<file path="config.mk">
export PLATFORM = sky130hd
export DESIGN_NAME = sat_cmd_issuer_flat
export DESIGN_NICKNAME = d
export VERILOG_FILES = /design/src/rtl/sat_cmd_issuer_if.sv /design/src/rtl/sat_cmd_issuer.sv /design/src/flat_wrapper.sv
export SDC_FILE = /design/constraint.sdc
export NUM_CORES = 1
export LEC_CHECK = 0
export CELL_PAD_IN_SITES_DETAIL_PLACEMENT = 0
export CELL_PAD_IN_SITES_GLOBAL_PLACEMENT = 2
export CORE_MARGIN = 2
export CORE_UTILIZATION = 30
export DETAILED_ROUTE_END_ITERATION = 7
export PLACE_DENSITY_LB_ADDON = 0.1
export SYNTH_ARGS = -nofsm -noshare
export SYNTH_HDL_FRONTEND = slang
export SYNTH_SLANG_ARGS = --single-unit
</file>
<file path="constraint.sdc">
create_clock -name clk -period 8.49 [get_ports clk]
set_input_delay 1.698 -clock clk [delete_from_list [all_inputs] [get_ports clk]]
set_output_delay 1.698 -clock clk [all_outputs]
set_load 0.005 [all_outputs]
</file>
<file path="src/rtl/sat_cmd_issuer_if.sv">
// Host/accelerator-side bundle for the SAT command issuer.
// slave = issuer view, master = host/bench view.
interface sat_cmd_issuer_if #(
  parameter int unsigned AW = 4
);
  logic          in_valid;
  logic          in_ready;
  logic [7:0]    in_cmd;
  logic          flush;
  logic [7:0]    cmd_out;
  logic          cmd_issue;
  logic          sat_res_in;
  logic          res_valid;
  logic          res_value;
  logic [7:0]    res_index;
  logic [AW:0]   fifo_count;
  logic          underrun;

  modport slave (
    input  in_valid, in_cmd, flush, sat_res_in,
    output in_ready, cmd_out, cmd_issue, res_valid, res_value, res_index,
           fifo_count, underrun
  );

  modport master (
    output in_valid, in_cmd, flush, sat_res_in,
    input  in_ready, cmd_out, cmd_issue, res_valid, res_value, res_index,
           fifo_count, underrun
  );
endinterface

</file>
<file path="src/rtl/sat_cmd_issuer.sv">
// SAT accelerator command front-end: host command FIFO, RESET preamble,
// one-per-cycle issue and indexed capture of the result after each CNF command.
module sat_cmd_issuer #(
  parameter int unsigned DEPTH    = 16,
  parameter int unsigned AW       = 4,
  parameter int unsigned INIT_CYC = 4,
  parameter int unsigned RES_LAT  = 2,
  parameter logic [7:0]  FILL_CMD = 8'hC0
) (
  input  logic             clk,
  input  logic             reset,
  sat_cmd_issuer_if.slave  bus
);

  localparam int unsigned CW = AW + 1;
  localparam int unsigned IW = (INIT_CYC > 1) ? $clog2(INIT_CYC) : 1;
  localparam int unsigned RW = (RES_LAT > 1) ? $clog2(RES_LAT) : 1;
  localparam logic [1:0]  ST_CLAUSE = 2'b01;
  localparam logic [1:0]  ST_CNF    = 2'b10;

  typedef enum logic [1:0] {INIT, ISSUE, WAIT_RES} state_t;

  state_t        state_q, state_d;
  logic [IW-1:0] init_cnt_q, init_cnt_d;
  logic [RW-1:0] wait_cnt_q, wait_cnt_d;
  logic [7:0]    cmd_out_q, cmd_out_d;
  logic          cmd_issue_q, cmd_issue_d;
  logic          res_valid_q, res_valid_d;
  logic          res_value_q, res_value_d;
  logic [7:0]    res_index_q, res_index_d;
  logic          underrun_q, underrun_d;
  logic          clause_open_q, clause_open_d;
  logic [AW-1:0] wr_ptr_q, wr_ptr_d;
  logic [AW-1:0] rd_ptr_q, rd_ptr_d;
  logic [CW-1:0] count_q, count_d;
  logic [7:0]    mem_q [DEPTH];

  logic          in_ready_c;
  logic          push_c;
  logic          pop_c;
  logic [7:0]    head_c;

  assign in_ready_c = (count_q < CW'(DEPTH));
  assign push_c     = bus.in_valid && in_ready_c && !bus.flush;
  assign head_c     = mem_q[rd_ptr_q];

  // Issue FSM plus FIFO pointer/count bookkeeping; flush overrides everything.
  always_comb begin
    state_d       = state_q;
    init_cnt_d    = init_cnt_q;
    wait_cnt_d    = wait_cnt_q;
    cmd_out_d     = cmd_out_q;
    cmd_issue_d   = 1'b0;
    res_valid_d   = 1'b0;
    res_value_d   = res_value_q;
    res_index_d   = res_index_q + 8'(res_valid_q);
    underrun_d    = underrun_q;
    clause_open_d = clause_open_q;
    pop_c         = 1'b0;

    case (state_q)
      INIT: begin
        cmd_out_d     = 8'h00;
        clause_open_d = 1'b0;
        if (init_cnt_q == IW'(INIT_CYC - 1)) begin
          state_d    = ISSUE;
          init_cnt_d = '0;
        end else begin
          init_cnt_d = init_cnt_q + IW'(1);
        end
      end
      ISSUE: begin
        if (count_q != '0) begin
          pop_c         = 1'b1;
          cmd_out_d     = head_c;
          cmd_issue_d   = 1'b1;
          clause_open_d = (head_c[7:6] == ST_CLAUSE);
          if (head_c[7:6] == ST_CNF) begin
            state_d    = WAIT_RES;
            wait_cnt_d = '0;
          end
        end else begin
          cmd_out_d = FILL_CMD;
          if (clause_open_q) begin
            underrun_d = 1'b1;
          end
        end
      end
      WAIT_RES: begin
        if (wait_cnt_q == RW'(RES_LAT - 1)) begin
          res_valid_d = 1'b1;
          res_value_d = bus.sat_res_in;
          state_d     = ISSUE;
        end else begin
          wait_cnt_d = wait_cnt_q + RW'(1);
        end
      end
      default: state_d = INIT;
    endcase

    if (bus.flush) begin
      state_d       = INIT;
      init_cnt_d    = '0;
      wait_cnt_d    = '0;
      cmd_out_d     = 8'h00;
      cmd_issue_d   = 1'b0;
      res_valid_d   = 1'b0;
      res_value_d   = res_value_q;
      clause_open_d = 1'b0;
      pop_c         = 1'b0;
    end

    wr_ptr_d = wr_ptr_q + AW'(push_c);
    rd_ptr_d = rd_ptr_q + AW'(pop_c);
    count_d  = count_q + CW'(push_c) - CW'(pop_c);
    if (bus.flush) begin
      wr_ptr_d = '0;
      rd_ptr_d = '0;
      count_d  = '0;
    end
  end

  always_ff @(posedge clk or negedge reset) begin
    if (!reset) begin
      state_q       <= INIT;
      init_cnt_q    <= '0;
      wait_cnt_q    <= '0;
      cmd_out_q     <= 8'h00;
      cmd_issue_q   <= 1'b0;
      res_valid_q   <= 1'b0;
      res_value_q   <= 1'b0;
      res_index_q   <= 8'h00;
      underrun_q    <= 1'b0;
      clause_open_q <= 1'b0;
      wr_ptr_q      <= '0;
      rd_ptr_q      <= '0;
      count_q       <= '0;
    end else begin
      state_q       <= state_d;
      init_cnt_q    <= init_cnt_d;
      wait_cnt_q    <= wait_cnt_d;
      cmd_out_q     <= cmd_out_d;
      cmd_issue_q   <= cmd_issue_d;
      res_valid_q   <= res_valid_d;
      res_value_q   <= res_value_d;
      res_index_q   <= res_index_d;
      underrun_q    <= underrun_d;
      clause_open_q <= clause_open_d;
      wr_ptr_q      <= wr_ptr_d;
      rd_ptr_q      <= rd_ptr_d;
      count_q       <= count_d;
    end
  end

  // Storage array carries no reset; occupancy is tracked by count_q.
  always_ff @(posedge clk) begin
    if (push_c) begin
      mem_q[wr_ptr_q] <= bus.in_cmd;
    end
  end

  assign bus.in_ready   = in_ready_c;
  assign bus.fifo_count = count_q;
  assign bus.cmd_out    = cmd_out_q;
  assign bus.cmd_issue  = cmd_issue_q;
  assign bus.res_valid  = res_valid_q;
  assign bus.res_value  = res_value_q;
  assign bus.res_index  = res_index_q;
  assign bus.underrun   = underrun_q;

endmodule

</file>
<file path="src/flat_wrapper.sv">
// flat-port wrapper written by rule: the top's interface ports become plain ports
module sat_cmd_issuer_flat 
#(
  parameter int unsigned DEPTH    = 16,
  parameter int unsigned AW       = 4,
  parameter int unsigned INIT_CYC = 4,
  parameter int unsigned RES_LAT  = 2,
  parameter logic [7:0]  FILL_CMD = 8'hC0
)
  (clk, reset, bus_in_valid, bus_in_cmd, bus_flush, bus_sat_res_in, bus_in_ready, bus_cmd_out, bus_cmd_issue, bus_res_valid, bus_res_value, bus_res_index, bus_fifo_count, bus_underrun);
  sat_cmd_issuer_if #(.AW(AW)) bus_i ();
  input  logic clk;
  input  logic reset;
  input wire logic [$bits(bus_i.in_valid)-1:0] bus_in_valid;
  input wire logic [$bits(bus_i.in_cmd)-1:0] bus_in_cmd;
  input wire logic [$bits(bus_i.flush)-1:0] bus_flush;
  input wire logic [$bits(bus_i.sat_res_in)-1:0] bus_sat_res_in;
  output wire logic [$bits(bus_i.in_ready)-1:0] bus_in_ready;
  output wire logic [$bits(bus_i.cmd_out)-1:0] bus_cmd_out;
  output wire logic [$bits(bus_i.cmd_issue)-1:0] bus_cmd_issue;
  output wire logic [$bits(bus_i.res_valid)-1:0] bus_res_valid;
  output wire logic [$bits(bus_i.res_value)-1:0] bus_res_value;
  output wire logic [$bits(bus_i.res_index)-1:0] bus_res_index;
  output wire logic [$bits(bus_i.fifo_count)-1:0] bus_fifo_count;
  output wire logic [$bits(bus_i.underrun)-1:0] bus_underrun;
  assign bus_i.in_valid = bus_in_valid;
  assign bus_i.in_cmd = bus_in_cmd;
  assign bus_i.flush = bus_flush;
  assign bus_i.sat_res_in = bus_sat_res_in;
  assign bus_in_ready = bus_i.in_ready;
  assign bus_cmd_out = bus_i.cmd_out;
  assign bus_cmd_issue = bus_i.cmd_issue;
  assign bus_res_valid = bus_i.res_valid;
  assign bus_res_value = bus_i.res_value;
  assign bus_res_index = bus_i.res_index;
  assign bus_fifo_count = bus_i.fifo_count;
  assign bus_underrun = bus_i.underrun;
  sat_cmd_issuer #(.DEPTH(DEPTH), .AW(AW), .INIT_CYC(INIT_CYC), .RES_LAT(RES_LAT), .FILL_CMD(FILL_CMD)) u_core (.clk(clk), .reset(reset), .bus(bus_i));
endmodule
</file>
### Word-level counts from Yosys, hierarchy flattened

Memories as Yosys holds them, arrays and structs flattened.
Index checks and enable logic that the tools add are counted.
W data, S select, Z words.

| word-level totals | value |
|---|---|
| logic and storage cells | 77 |
| memories kept | 1 |
| bits of input ports | 13 |
| bits in writable memories | 128 |
| output and inout bits | 26 |
| register bits after elaboration | 39 |

| operators by class | value |
|---|---|
| multiplexer cells | 31 |
| reductions and logical operators | 13 |
| bitwise operators | 2 |
| order comparisons | 1 |
| equal/unequal tests | 9 |
| $add $sub $neg | 7 |

Memory list:

| name | words | bits a word | read ports | clocked after memory_dff | write ports | RTL line | RTL |
|---|---|---|---|---|---|---|---|
| u_core.mem_q | 16 | 8 | 1 | 0 | 1 | sat_cmd_issuer.sv:36 | `logic [7:0] mem_q [DEPTH];` |

Operator list:

| kind | number |
|---|---|
| $mux W2 | 8 |
| $mux W8 | 2 |
| $pmux W8 S2 | 1 |
| $mux W1 | 14 |
| $ne A3 B2 Y1 const B | 4 |
| $reduce_and A3 Y1 | 3 |
| $add A4 B1 Y4 | 2 |
| $add A8 B1 Y8 | 1 |
| $mux W4 | 2 |
| $eq A2 B2 Y1 const B | 3 |
| $pmux W2 S3 | 1 |
| $reduce_bool A3 Y1 | 2 |
| $add A5 B1 Y5 | 1 |
| $lt A5 B5 Y1 const B | 1 |
| $mux W5 | 1 |
| $reduce_bool A5 Y1 | 1 |
| $sub A5 B1 Y5 | 1 |
| $eq A2 B1 Y1 const B | 2 |
| $pmux W1 S2 | 2 |
| $reduce_and A4 Y1 | 1 |
| $add A2 B1 Y2 const B | 1 |
| $logic_and A1 B1 Y1 | 2 |
| $logic_not A2 Y1 | 1 |
| $not A1 Y1 | 2 |
| other kinds (4) | 4 |

### Longest topological paths before layout

Gate-level depths: netlist of run 1.

| depth | value |
|---|---|
| word-level depth | 6 |
| depth in mapped cells | 15 |
| gate-level depth less buffers | 15 |

### Least setup slack after synthesis of run 1

OpenSTA, ideal clock, no wires.

| timing path | value |
|---|---|
| kind | input to register |
| start | input bus_flush |
| end | memory u_core.mem_q[0][0], enable pin |
| arrival time | 3449 ps |
| required time | 8107 ps |
| library setup time | 383 ps |
| path buffers | 1 |
| slack | 4658 ps |
| cell stages on the path | 4 |
| cell sequence | clkbuf_1 nor3b_1 or3b_2 nor3_1 |

| on the way | value |
|---|---|
| word-level cells in the longest chain between the ends | 4 |

RTL lines:

| what | RTL line | RTL |
|---|---|---|
| start: declaration | flat_wrapper.sv:16 | `input wire logic [$bits(bus_i.flush)-1:0] bus_flush;` |
| $logic_not A1 Y1 | sat_cmd_issuer.sv:44 | `assign push_c = bus.in_valid && in_ready_c && !bus.flush;` |
| $logic_and A1 B1 Y1 | sat_cmd_issuer.sv:44 |  |
| $mux W1 | sat_cmd_issuer.sv:157 | `if (push_c) begin` |
| $mux W1 (not written as such) | sat_cmd_issuer.sv:158 | `mem_q[wr_ptr_q] <= bus.in_cmd;` |
| end: declaration | sat_cmd_issuer.sv:36 |  |

No other way between the ends.

### Worst setup path after layout of run 1

| timing path | value |
|---|---|
| start | input bus_flush |
| end | memory u_core.mem_q[8][6], enable pin |

Same word-level chain as after synthesis.

==> results.toml, run 1 <==
[outcome]
status = "finished clean"

[routing]
drt_iter0_drc = 168
vias = 3314
wl_per_cell_microns = 21.3
ant_nets = 0
firstDrtPassIters = 4
viasPerCell = 4.70
finalWirelength_mm = 15.0
drc = 0

[synthesis]
synth_top_cell_by_area = "edfxtp_1"
netlist_area_sq_um = 6800
synthDistinctLibCells = 41
postSynthAreaPerCell_sq_um = 19.1
syn-num-nets = 383
synth_edf_count = 128
synth-async-reset-ratio_pct = 23.4
syn-instance-count = 356
seq_area_frac_synth_pct = 70.9
synthTopCellsByArea = "edfxtp_1 (57%), dfrtp_1 (14%), mux4_1 (8.5%)"
synth_seq_cells = 167
synth_top_area_share_pct = 56.6
yosys_warnings = 0
ys.flop_type = "edfxtp_1"

[grt]
grt_pass1_vias = 3473
grt_pass1_wl_mm = 22.5
grtUsageTotal_pct = 13.2
antenna_found_initial = 0
grt_overflow = 0
grt_max_degree = 40

[clock_network]
clockBufferDepth = 2
post_cts_buffers = 0
cts.sink_count = 167
cts_hold_buf = 0
ctsResizeCount = 0
cts-buffers-inserted = 17
root_buffer = "clkbuf_16"
clk_latency_ps = 420
htree_levels = 4
clkTransAtPathRegs_ps = 60
cts_tree = "done"

[timing]
tightest_slew_ps = 1200
final_hold_viol_count = 0
grt_setup_unrepaired = "false"
tns_ps = 0
finalCritPeriodShare_pct = 50.9
max_slew_margin_pct = 19.7
setup_viol = 0
skew_ps = 8.15
hold_slack_ps = 477
drv_slew = 0
period_minus_slack_ps = 4330
maxClockFrequency_ghz = 0.231

[power]
total_power_uw = 1800
irDropWorstVdd_uv = 118
p_per_area_nw_per_um2 = 224
leakage_uw = 0.00278

[floorplanning]
die_w_microns = 155
rows = 55
dieHeight_microns = 155
start_util_pct = 30.3
io_pins = 39
core_sq_um = 22400
die-area_sq_um = 23900

[final_layout]
final_core_util_pct = 35.8
antennaDiodeCount = 0
final_common_cell = "edfxtp_1"
n_fill_cell = 2109
fin_nets = 434
final_cell_mix = "edfxtp_1 (128), dfrtp_1 (39), clkdlybuf4s50_1 (37)"
stdcell_area_sq_um = 8040
multi_input_area_sq_um = 1820
drive_gt1_share_pct = 13.8
seq_area_sq_um = 4820
area_growth_pct = 18.3

[placed_design]
post_dp_cell_area_sq_um = 7480
port_buffers = 38
gp_congestion = 0.691
dpl.hpwl_mm = 9.27

[setup_path]
cp_max_fo = 20
reg2reg_from = "u_core.bus.fifo_count[3]"
worstSetupPathType = "in -> reg"
worstSetupStartpointType = "input port"
arrival_ps = 4360
worstPathRequired_ps = 8530
setup.worst_path.end_class = "flip-flop"
cp-startpoint = "bus_flush"

[hold_path]
worstHoldPathType = "reg -> reg"
hp-start = "u_core.bus.res_index[7]"

[flow_run]
maxCapViolCount = 0
[logic make-up (layout without fill, tap and decap cells)]
family	count (synthesis)	after routing	synth area share, %
flops	167	167	70.9
fa+ha+maj	14	14	2.69
buf+inv	26	90	2.26
mux	49	49	15.1
xor+xnor	13	13	1.68
simple gates	62	62	4.66
compound gates	25	25	2.71
[synth_stat cells (2+ instances only)]
library cell,n
inv_1,11
a22o_1,8
dfrtp_1,39
edfxtp_1,128
mux4_2,14
nand3_1,5
mux4_1,22
ha_1,13
nand2b_1,4
buf_12,2
a21oi_1,6
clkbuf_1,6
xnor2_1,7
nor2b_1,7
o21ai_0,4
mux2_2,2
nand3b_1,4
a21o_1,2
nand2_1,4
a32o_1,2
and3_1,2
xor2_1,6
buf_1,2
nor2_1,25
mux2i_1,11
nor3_1,5
[area by class of cell]
class / instances / area share, %
flip-flops and latches: 167 / 59.9
clock buffers: 18 / 5.34
multi-input cells: 163 / 22.7
clock inverters: 14 / 1.65
inverters: 12 / 0.560
repair buffers: 46 / 5.41
well taps: 285 / 4.43
[critical path, stage by stage]
cell             delay (ps)
clkdlybuf4s50_1         390
buf_4                   200
nor3b_1                 680
or3b_2                  550
nor2_1                  820
[registers in the layout, summed over array words and instances, names as in the netlist]
name,flops
u_core.wait_cnt_q,1
u_core.bus.cmd_out,8
u_core.init_cnt_q,2
u_core.clause_open_q,1
u_core.rd_ptr_q,4
u_core.wr_ptr_q,4
u_core.bus.res_value,1
u_core.bus.res_index,8
u_core.bus.underrun,1
u_core.bus.cmd_issue,1
u_core.mem_q,128
u_core.state_q,2
u_core.bus.fifo_count,5
u_core.bus.res_valid,1
[power by group]
part | leakage (uW) | switching, uW | total (uW) | internal [uW]
clock network | 0.000270 | 351 | 739 | 388
registers | 0.00169 | 13.5 | 913 | 900
logic | 0.000821 | 76.2 | 149 | 73.2
total | 0.00278 | 440 | 1800 | 1360
[final timing paths]
check | endpoint | slack [ps] | cells past startpoint
worst max-delay path | u_core.mem_q[8][6] | 4160 | 5
worst min-delay path | u_core.bus.res_index[7] | 480 | 1
worst max register to register | u_core.bus.fifo_count[4] | 5160 | 16
worst min register to register | u_core.bus.res_index[7] | 480 | 1
max in group asynchronous | u_core.wait_cnt_q | 6440 | 1
min in group asynchronous | u_core.bus.cmd_out[5] | 1440 | 1
[through the flow]
stage / setup slack (ps) / instances
final: 4160 / 705
after global routing: 3920 / 705
after CTS: 4110 / 705
after detailed placement: 3640 / 673
after global placement: 3740 / 673
after floorplan: 4660 / 356
[metal layers]
| metal | up-vias | share of wire, % | global-route usage (%) |
|---|---|---|---|
| li1 | 1520 | - | - |
| met1 | 1739 | 47 | 17.9 |
| met2 | 49 | 49 | 21.5 |
| met3 | 6 | 3.0 | 3.33 |
| met4 | 0 | 0.75 | 3.17 |
| met5 | - | 0 | 0 |
(Power assumes the default switching activity.)
==> run 2, diff against run 1 <==
- clock period: 8.49 -> 4.1 ns (I/O delays scaled with it)
==> run 2 against run 1 <==
Against the previous run: combinational power grew 110%; sequential cell count is the same; design area grew 1.1%; sequential share of layout area shrank 0.64 points; utilization grew 0.38 points; critical path depth grew 10; cell count grew 2.1%; hold slack gained 1.9 ps.
==> results.toml, run 2 (synthesis results as in run 1) <==
[outcome]
status = "finished clean"

[grt]
top_usage_layer = "met2"
grtUsageTotal_pct = 13.9
grt_overflow = 0
grt_pass1_vias = 3557
grt.met2_usage_pct = 22.7
grtUsageMet1_pct = 18.8
met3_usage_pct = 3.31
grt_pass1_wl_mm = 23.6
grt_max_degree = 40
antenna_found_initial = 0

[timing]
period_minus_slack_ps = 2870
skew_ps = 9.43
finalCritPeriodShare_pct = 70.0
setup_viol = 0
drv_slew = 0
tns_ps = 0
maxClockFrequency_ghz = 0.349
grt_setup_unrepaired = "false"
final_hold_viol_count = 0
tightest_slew_ps = 951
max_slew_margin_pct = 36.6
hold_slack_ps = 479

[setup_path]
setup.worst_path.end_class = "flip-flop"
worstSetupStartpointType = "input port"
worstPathRequired_ps = 4440
worstReg2RegEnd = "u_core.bus.fifo_count[4]"
r2r_setup_slack_ps = 1280
reg2reg_from = "u_core.bus.fifo_count[2]"
reg2regPathDepth = 16
arrival_ps = 3210
cp_max_fo = 6
worstSetupPathType = "in -> reg"

[hold_path]
worstHoldPathType = "reg -> reg"
whs_endpoint = "u_core.bus.res_index[7]"
hp-start = "u_core.bus.res_index[7]"
whs_path_depth = 1

[final_layout]
top_register = "u_core.mem_q"
area_growth_pct = 19.6
final_common_cell = "edfxtp_1"
antennaDiodeCount = 0
final_cell_mix = "edfxtp_1 (128), dfrtp_1 (39), clkdlybuf4s50_1 (37)"
largest_reg_flops = 128
drive_gt1_share_pct = 16.6
final_core_util_pct = 36.2
layout.cells.non_filler = 720
fin_nets = 449

[routing]
drt_iter0_drc = 271
viasPerCell = 4.76
vias = 3426
ant_nets = 0
firstDrtPassIters = 4
drc = 0
finalWirelength_mm = 15.7
wl_per_cell_microns = 21.7

[clock_network]
cts.sink_count = 167
cts-buffers-inserted = 17
root_buffer = "clkbuf_16"
htree_levels = 4
cts_tree = "done"
ctsResizeCount = 0
clkTransAtPathRegs_ps = 70
cts_hold_buf = 0
clk_latency_ps = 420
clockBufferDepth = 2
post_cts_buffers = 0

[floorplanning]
die_w_microns = 155
core_sq_um = 22400
io_pins = 39
die-area_sq_um = 23900
dieHeight_microns = 155
start_util_pct = 30.3
rows = 55

[power]
p_per_area_nw_per_um2 = 452
leakage_uw = 0.00285
irDropWorstVdd_uv = 239
total_power_uw = 3670

[flow_run]
maxCapViolCount = 0

[placed_design]
gp_congestion = 0.703
placedCellCount = 688
port_buffers = 38
dpl.hpwl_mm = 10.3
## run 2: metal layers
metal / wire (microns) / share of wire (%)
met3: 559 / 3.6
met2: 7720 / 49
met1: 7240 / 46
met5: 0 / 0
met4: 131 / 0.84
## run 2: area by class of cell
class,instances,area [sq um]
fillers,2102,14300
well taps,285,357
flip-flops and latches,167,4820
multi-input cells,163,1820
clock inverters,12,98.8
repair buffers,61,548
clock buffers,20,437
inverters,12,45.0
## run 2: per-stage QoR
step / area [sq um] / worst slack, ps
3_5_place_dp: 7590 / 724
4_1_cts: 8130 / 1140
5_1_grt: 8130 / 998
3_3_place_gp: 7590 / 774
2_1_floorplan: 6800 / 1110
6_report: 8130 / 1230
## run 2: report_power, final
part	leakage [uW]	switching [uW]	total (uW)	internal, uW
combinational	0.000902	161	315	154
clock	0.000255	679	1470	787
sequential	0.00169	28.6	1890	1860
total	0.00285	869	3670	2800
## run 2: worst max path at each step
stage	cells past startpoint	slack, ps	start	endpoint
after floorplan	15	1110	u_core.bus.fifo_count[3]	u_core.bus.fifo_count[4]
after global placement	15	770	bus_flush	u_core.bus.fifo_count[4]
after detailed placement	5	720	bus_in_valid	u_core.mem_q[14][4]
after CTS	5	1140	bus_in_valid	u_core.mem_q[14][6]
after global routing	16	1000	u_core.bus.fifo_count[3]	u_core.bus.fifo_count[4]
final	15	1230	bus_flush	u_core.bus.fifo_count[4]
## run 2: critical path, stage by stage
cell             delay [ps]
clkdlybuf4s50_1         530
nor3_1                   60
buf_4                   160
nand2b_1                 80
clkinv_1                 80
ha_1                    270
inv_1                    40
ha_1                    200
inv_1                    70
fa_1                    200
inv_1                    50
a21oi_1                 120
nor2_1                   60
or3_1                   340
a21oi_1                 150
